--- src/rtl/uart_rx_fifo_pkg.sv ---
// Shared UART definitions, reused by the TX path.
//   UART_DATA_W        data bits per frame
//   UART_CLKS_PER_BIT  default bit period in clock cycles (100 MHz / 115200)
//   uart_state_e       receiver FSM states (PARITY only reachable when the
//                      parity build option is enabled)
package uart_rx_fifo_pkg;

  localparam int UART_DATA_W       = 8;
  localparam int UART_CLKS_PER_BIT = 868;

  typedef enum logic [2:0] {
    WAIT_IDLE,
    IDLE,
    START,
    DATA,
    PARITY,
    STOP
  } uart_state_e;

endpackage

--- src/rtl/uart_sync_fifo.sv ---
// Single-clock first-word-fall-through FIFO, 2**FIFO_ADDR_W entries.
// Ports:
//   Clk, Rst  clock, synchronous active-high reset (clears pointers)
//   push/din  write request and data; ignored when full unless popping
//   pop       read request; ignored when empty
//   dout      head entry (valid while !empty)
//   empty     pointers equal
//   full      pointers differ only in the MSB
module uart_sync_fifo #(
  parameter int FIFO_ADDR_W = 4,
  parameter int DATA_W      = 8
) (
  input  logic              Clk,
  input  logic              Rst,
  input  logic              push,
  input  logic [DATA_W-1:0] din,
  input  logic              pop,
  output logic [DATA_W-1:0] dout,
  output logic              empty,
  output logic              full
);

  localparam int DEPTH = 2 ** FIFO_ADDR_W;
  localparam logic [FIFO_ADDR_W:0] MSB_ONLY = {1'b1, {FIFO_ADDR_W{1'b0}}};
  localparam logic [FIFO_ADDR_W:0] PTR_ONE  = (FIFO_ADDR_W+1)'(1);

  logic [DATA_W-1:0]    mem_q [DEPTH];
  logic [FIFO_ADDR_W:0] wr_ptr_q, wr_ptr_d;
  logic [FIFO_ADDR_W:0] rd_ptr_q, rd_ptr_d;
  logic                 pop_ok, push_ok;

  assign empty = (wr_ptr_q == rd_ptr_q);
  assign full  = ((wr_ptr_q ^ rd_ptr_q) == MSB_ONLY);
  assign dout  = mem_q[rd_ptr_q[FIFO_ADDR_W-1:0]];

  // A pop frees the slot this same edge, so a full FIFO may still accept.
  assign pop_ok  = pop && !empty;
  assign push_ok = push && (!full || pop_ok);

  always_comb begin
    wr_ptr_d = push_ok ? wr_ptr_q + PTR_ONE : wr_ptr_q;
    rd_ptr_d = pop_ok  ? rd_ptr_q + PTR_ONE : rd_ptr_q;
  end

  always_ff @(posedge Clk) begin
    if (Rst) begin
      wr_ptr_q <= '0;
      rd_ptr_q <= '0;
    end else begin
      wr_ptr_q <= wr_ptr_d;
      rd_ptr_q <= rd_ptr_d;
    end
  end

  always_ff @(posedge Clk) begin
    if (push_ok) mem_q[wr_ptr_q[FIFO_ADDR_W-1:0]] <= din;
  end

endmodule

--- src/rtl/uart_rx_fifo.sv ---
// UART receiver (8 data bits, LSB first, 1 stop bit) feeding a FWFT FIFO.
// Build option: define UART_RX_PARITY_EN to add an even-parity bit between
// the data and stop bits and the parity_err output.
// Ports:
//   Clk, Rst    clock, synchronous active-high reset
//   RX          asynchronous serial input, idles high
//   rd_en       pop FIFO head (ignored while data_valid=0)
//   Data_RX     FIFO head byte, valid while data_valid=1
//   data_valid  FIFO not empty
//   fifo_full   FIFO holds 2**FIFO_ADDR_W bytes
//   frame_err   1-cycle pulse, stop bit sampled 0
//   overflow    1-cycle pulse, good byte dropped on a full FIFO
//   parity_err  (option) 1-cycle pulse, parity mismatch with good stop bit
module uart_rx_fifo
  import uart_rx_fifo_pkg::*;
#(
  parameter int CLKS_PER_BIT = UART_CLKS_PER_BIT,
  parameter int FIFO_ADDR_W  = 4
) (
  input  logic                   Clk,
  input  logic                   Rst,
  input  logic                   RX,
  input  logic                   rd_en,
  output logic [UART_DATA_W-1:0] Data_RX,
  output logic                   data_valid,
  output logic                   fifo_full,
  output logic                   frame_err,
`ifdef UART_RX_PARITY_EN
  output logic                   parity_err,
`endif
  output logic                   overflow
);

  localparam int              CNT_W    = $clog2(CLKS_PER_BIT);
  localparam logic [CNT_W-1:0] HALF_CNT = CNT_W'(CLKS_PER_BIT / 2);
  localparam logic [CNT_W-1:0] LAST_CNT = CNT_W'(CLKS_PER_BIT - 1);

  uart_state_e            state_q, state_d;
  logic                   rx_meta_q, rx_s_q;
  logic [CNT_W-1:0]       bit_cnt_q, bit_cnt_d;
  logic [2:0]             bit_idx_q, bit_idx_d;
  logic [UART_DATA_W-1:0] shift_q, shift_d;
  logic                   frame_err_q, frame_err_d;
  logic                   overflow_q, overflow_d;
  logic                   sample, push, fifo_empty;
`ifdef UART_RX_PARITY_EN
  logic                   par_q, par_d;
  logic                   parity_err_q, parity_err_d;
`endif

  // A bit is sampled on the cycle the counter wraps.
  assign sample = (bit_cnt_q == LAST_CNT);

  always_comb begin
    state_d     = state_q;
    bit_cnt_d   = sample ? '0 : bit_cnt_q + CNT_W'(1);
    bit_idx_d   = bit_idx_q;
    shift_d     = shift_q;
    frame_err_d = 1'b0;
    push        = 1'b0;
`ifdef UART_RX_PARITY_EN
    par_d        = par_q;
    parity_err_d = 1'b0;
`endif
    case (state_q)
      // After a framing error the line may be held low; wait for idle.
      WAIT_IDLE: if (rx_s_q) state_d = IDLE;
      IDLE: begin
        bit_cnt_d = '0;
        if (!rx_s_q) state_d = START;
      end
      // Re-check the start bit half a period in; from here on every wrap
      // of bit_cnt lands mid-bit.
      START: begin
        if (bit_cnt_q == HALF_CNT) begin
          if (rx_s_q) begin
            state_d = IDLE;
          end else begin
            state_d   = DATA;
            bit_cnt_d = '0;
            bit_idx_d = '0;
          end
        end
      end
      DATA: begin
        if (sample) begin
          shift_d   = {rx_s_q, shift_q[UART_DATA_W-1:1]};
          bit_idx_d = bit_idx_q + 3'd1;
`ifdef UART_RX_PARITY_EN
          if (bit_idx_q == 3'd7) state_d = PARITY;
`else
          if (bit_idx_q == 3'd7) state_d = STOP;
`endif
        end
      end
`ifdef UART_RX_PARITY_EN
      PARITY: begin
        if (sample) begin
          par_d   = rx_s_q;
          state_d = STOP;
        end
      end
`endif
      STOP: begin
        if (sample) begin
          if (rx_s_q) begin
            state_d = IDLE;
`ifdef UART_RX_PARITY_EN
            // Even parity: data plus parity bit carries an even count of ones.
            if (^{shift_q, par_q}) parity_err_d = 1'b1;
            else                   push         = 1'b1;
`else
            push = 1'b1;
`endif
          end else begin
            state_d     = WAIT_IDLE;
            frame_err_d = 1'b1;
          end
        end
      end
      default: state_d = WAIT_IDLE;
    endcase
  end

  // A full FIFO always has a valid head, so rd_en alone frees a slot.
  assign overflow_d = push && fifo_full && !rd_en;

  always_ff @(posedge Clk) begin
    if (Rst) begin
      state_q     <= WAIT_IDLE;
      rx_meta_q   <= 1'b1;
      rx_s_q      <= 1'b1;
      bit_cnt_q   <= '0;
      bit_idx_q   <= '0;
      shift_q     <= '0;
      frame_err_q <= 1'b0;
      overflow_q  <= 1'b0;
`ifdef UART_RX_PARITY_EN
      par_q        <= 1'b0;
      parity_err_q <= 1'b0;
`endif
    end else begin
      state_q     <= state_d;
      rx_meta_q   <= RX;
      rx_s_q      <= rx_meta_q;
      bit_cnt_q   <= bit_cnt_d;
      bit_idx_q   <= bit_idx_d;
      shift_q     <= shift_d;
      frame_err_q <= frame_err_d;
      overflow_q  <= overflow_d;
`ifdef UART_RX_PARITY_EN
      par_q        <= par_d;
      parity_err_q <= parity_err_d;
`endif
    end
  end

  uart_sync_fifo #(
    .FIFO_ADDR_W (FIFO_ADDR_W),
    .DATA_W      (UART_DATA_W)
  ) u_fifo (
    .Clk   (Clk),
    .Rst   (Rst),
    .push  (push),
    .din   (shift_q),
    .pop   (rd_en),
    .dout  (Data_RX),
    .empty (fifo_empty),
    .full  (fifo_full)
  );

  assign data_valid = !fifo_empty;
  assign frame_err  = frame_err_q;
  assign overflow   = overflow_q;
`ifdef UART_RX_PARITY_EN
  assign parity_err = parity_err_q;
`endif

endmodule

--- config.mk ---
export PLATFORM = sky130hd
export DESIGN_NAME = uart_rx_fifo
export DESIGN_NICKNAME = d
export VERILOG_FILES = /design/src/rtl/uart_rx_fifo_pkg.sv /design/src/rtl/uart_sync_fifo.sv /design/src/rtl/uart_rx_fifo.sv
export SDC_FILE = /design/constraint.sdc
export NUM_CORES = 1
export LEC_CHECK = 0
export BUFFER_PORTS_ARGS = -buffer_cell sky130_fd_sc_hd__buf_2
export CAP_MARGIN = 20
export CORE_MARGIN = 5
export CORE_UTILIZATION = 55
export DETAILED_ROUTE_END_ITERATION = 12
export PLACE_DENSITY = 0.69
export SLEW_MARGIN = 20
export SYNTH_ARGS = -nofsm -noshare
export SYNTH_HDL_FRONTEND = slang
export SYNTH_SLANG_ARGS = --single-unit
export TNS_END_PERCENT = 5
--- constraint.sdc ---
create_clock -name Clk -period 2.8 [get_ports Clk]
set_input_delay 0.14 -clock Clk [delete_from_list [all_inputs] [get_ports Clk]]
set_output_delay 0.14 -clock Clk [all_outputs]
set_load 0.005 [all_outputs]
==> metrics.sh <==
ANTENNA_VIOLATIONS_BEFORE_REPAIR=0
CHIPWIDTH_UM=122
DOMINANT_SYNTHESIZED_FLOP_CELL='edfxtp_1'
CLKPWRFRAC_PCT=48.3
FINALSETUPTNS_PS=0
P_SWITCHING_mW=1.10
SYNTH_EDF_COUNT=128
CP_TOP_FAMILY='simple AND/OR/NAND/NOR gates'
NETLIST_TOP_CELLS_AREA='edfxtp_1 56%, mux4_2 13%, dfxtp_1 12%'
NUMCTSBUFFERS=17
HPWLAFTERDP_UM=9050
WL_PER_CELL_UM=22.7
HOLDWS_PS=194
FINAL_WEIGHTED_CONGESTION_OF_ROUTABILITY_DRIVEN_GLOBAL_PLACEMENT=0.806
RRSETUPSLACK_PS=280
FINALHOLDVIOLATIONS=0
INTERNAL_POWER_mW=4.53
SYN_TO_FINAL_GROWTH_PCT=14.4
MET3_LENGTH_UM=847
TIMING.HOLD.WORST.START='Rst'
SWITCHING_SHARE_PCT=19.5
PERIOD_NEEDED_PS=2520
FILLCELLCOUNT=853
FF2FF_PATH_DEPTH=5
CATEGORY_OF_THE_CRITICAL_SETUP_TIMING_PATH='register to register'
TIMING.MAX_CAP.VIOLATIONS=0
SYNTH-SEQ-AREA-SHARE_PCT=68.4
PLACEDCELLCOUNT=586
CRIT_CHAIN='ha_1, nand4bb_1, nor4_4, o31a_4, and3_1'
FINAL_CELL_UTILIZATION_OF_THE_CORE_PCT=64.6
SYNTHDOMINANTCELLAREASHARE_PCT=56.2
WL_MET2_UM=6660
PORT_BUFFERS=15
POST-ROUTE-CELL-AREA_UM2=7830
SYNTH.CELL_AREA_UM2=6840
CP_DATA_REQUIRED_TIME_PS=2880
FIRST_GLOBAL_VIAS=3630
YS_SEQ_ELEMENTS=170
DRT_INITIAL_VIOLATIONS=299
CRITICAL_PATH_TOP_DELAY_CELL='and3_1'
CRITPATHMAXFANOUT=16
POST_ROUTE_FRACTION_OF_THE_PERIOD_CONSUMED_BY_THE_CRITICAL_PATH_PCT=90.0
DETAIL_ROUTE.VIAS_PER_CELL=6.03
DRCVIOLATIONCOUNT=0
LEADING_CELL_TYPES_IN_THE_LAYOUT_FILL_AND_TAPS_EXCLUDED='128 x edfxtp_1, 41 x dfxtp_1, 40 x mux4_2'
CRIT_PATH_START='bit_cnt_q[0]'
R2R_END='u_fifo.mem_q[6][5]'
STATUS='complete, no violations'
PATH_CLK_SLEW_PS=60
GLOBALROUTEOVERFLOWTOTAL=0
LAYOUT.CELLS.NON_FILLER=620
TIMING.CRITICAL_PATH.SLOWEST_CELL_DELAY_PS=440
POWER_PER_CELL_AREA_nW_PER_UM2=719
DIEAREA_UM2=14800
GRT_SETUP_UNREPAIRED='no'
SYNTH_AREA_PER_CELL_UM2=16.6
H_TREE_LVL_COUNT=4
POWER.SHARE.SEQUENTIAL_PCT=48.8
DIE_H_UM=122
WORSTSETUPENDPOINTTYPE='register'
TOP_LAYER_USED='met4'
DETAILED_PLACE.AREA_UM2=7110
MIN-DELAY-PATH-CLASS='input pin to register'
MAX_VDD_DROP_mV=0.493
DESIGN.CORE.AREA_UM2=12100
CLOCK.FMAX_GHz=0.397
GRT_UTIL_ALL_LAYERS_PCT=20.3
ANTENNADIODECOUNT=0
WORSTMARGINPINSLEW_PS=898
P_LEAK_nW=2.61
CTS.REPAIR_TIMING.SETUP_BUFFER_COUNT=0
POSTSYNTHCELLCOUNT=412
NUM_ROWS=40
SYNTH_AREA_LEADER_CELL='edfxtp_1'
FINALNETCOUNT=452
SETUP.WORST_PATH.START_CLASS='register'
CRITPATHCAPTURE='u_fifo.mem_q[6][5]'
SETUP_VIOL_COUNT_FINAL=0
CTS_TREE='done'
R2R_START='bit_cnt_q[0]'
CTSLONGESTPATHBUFFERS=2
CRIT_ARRIVAL_PS=2600
CLOCK_SINKS=170
SYNTHDISTINCTLIBCELLS=53
IO-PIN-COUNT=16
SYNTH_FP_NETS=425
CRIT_BUF_INV=0
COMMONEST_NON_FILL_NON_TAP_CELL_IN_THE_LAYOUT='edfxtp_1'
POWER_FRAC_COMB_PCT=2.9
WORSTSKEWPAIRLATENCY_PS=420
GRT_FIRST_PASS_WIRELENGTH_UM=21600
SLEW_VIOLATIONS=0
ROUTE.FINAL.WIRE_LENGTH_UM=14100
MAXSLEWHEADROOM_PCT=40.0
NUMBER_OF_STAGES_ON_THE_WORST_SETUP_PATH=5
FIRST_PASS_ITERS=5
FLOORPLAN.INITIALDENSITY_PCT=56.5
VIAS_POST_DR=3737
GRT_MAX_DEGREE=34
POSTSYNTH.ASYNCRESETSHARE_PCT=0
SKEW_PS=7.65
SYNTH_WARNINGS=0
ROUTE.LAYER.MET1.WL_UM=6390
FINAL_LAYOUT_SIZE_SUFFIX_GT1_SHARE_PCT=23.2
CLOCK-ROOT-BUFFER='clkbuf_16'
FINAL_ANTENNA_NET_COUNT=0
==> metal layers <==
metal,GRT usage [%],vias to the layer above
met2,30.9,139
met1,29.8,1919
met4,5.88,0
met3,4.60,18
met5,0,-
li1,-,1661
==> cell families after synthesis <==
kind of cell / Yosys count / synth area share (%)
DFF: 170 / 68.4
and+or+nand+nor: 112 / 8.67
buffers and inverters: 25 / 1.59
adders and majority gates: 9 / 1.65
AOI/OAI and AO/OA: 33 / 3.42
muxes: 43 / 13.7
xor gates and xnor gates: 20 / 2.56
==> power by group through the flow <==
| stage | Sequential, mW | Clock [mW] | Combinational [mW] |
|---|---|---|---|
| 6_report | 2.75 | 2.72 | 0.165 |
| 5_1_grt | 2.75 | 2.86 | 0.187 |
| 4_1_cts | 2.74 | 2.74 | 0.165 |
| 3_5_place_dp | 2.80 | 0 | 0.161 |
| 3_3_place_gp | 2.80 | 0 | 0.159 |
| 2_1_floorplan | 2.78 | 0 | 0.147 |
==> final cells by class <==
type	instances	area (µm²)	area share, %
Clock buffer	17	425	5.43
Multi-Input combinational cell	217	2050	26.2
Sequential cell	170	4690	59.9
Inverter	8	30.0	0.384
Tap cell	168	210	2.69
Timing Repair Buffer	25	155	1.98
Clock inverter	15	270	3.45
==> synthesized netlist by cell type (7+ instances only) <==
| library cell | number |
|---|---|
| a21oi_1 | 12 |
| and3_1 | 13 |
| clkbuf_1 | 8 |
| dfxtp_1 | 42 |
| edfxtp_1 | 128 |
| ha_1 | 9 |
| inv_1 | 8 |
| mux4_2 | 40 |
| nand2_1 | 24 |
| nor2_1 | 33 |
| nor3_1 | 7 |
| xnor2_1 | 12 |
| xor2_1 | 8 |
==> what timing repair did <==
item | 4_1_cts | 5_1_grt
hold buffers | 2 | 0
hold endpoints to repair | 2 | 0
gates resized for setup | 0 | 0
==> worst reg2reg max path: cells and delay by family, from the launching register on <==
| kind | cells | cell delay (ps) |
|---|---|---|
| simple gates | 3 | 1180 |
| flops | 1 | 390 |
| compound gates | 1 | 340 |
| fa+ha+maj | 1 | 270 |
==> stage by stage <==
step           total power [mW]  worst slack (ps)
4_1_cts                    5.65               239
3_5_place_dp               2.96               314
6_report                   5.63               280
3_3_place_gp               2.96               465
5_1_grt                    5.80               118
2_1_floorplan              2.92               379
==> flip-flops by register name, summed over array words and instances, names as in the netlist, named ones only <==
signal           count
bit_cnt_q           10
bit_idx_q            3
frame_err            1
overflow             1
rx_meta_q            1
rx_s_q               1
shift_q              8
state_q              3
u_fifo.mem_q       128
u_fifo.rd_ptr_q      5
u_fifo.wr_ptr_q      5
==> worst min path at each step <==
stage / to / cells after the start / slack, ps
floorplan: overflow / 1 / 220
global placement: rx_meta_q / 2 / 320
detailed placement: rx_meta_q / 2 / 330
CTS: u_fifo.wr_ptr_q[1] / 2 / 180
global route: register / 2 / 220
finish: u_fifo.wr_ptr_q[1] / 2 / 190
Note: power is estimated with default switching activity, not from simulation.
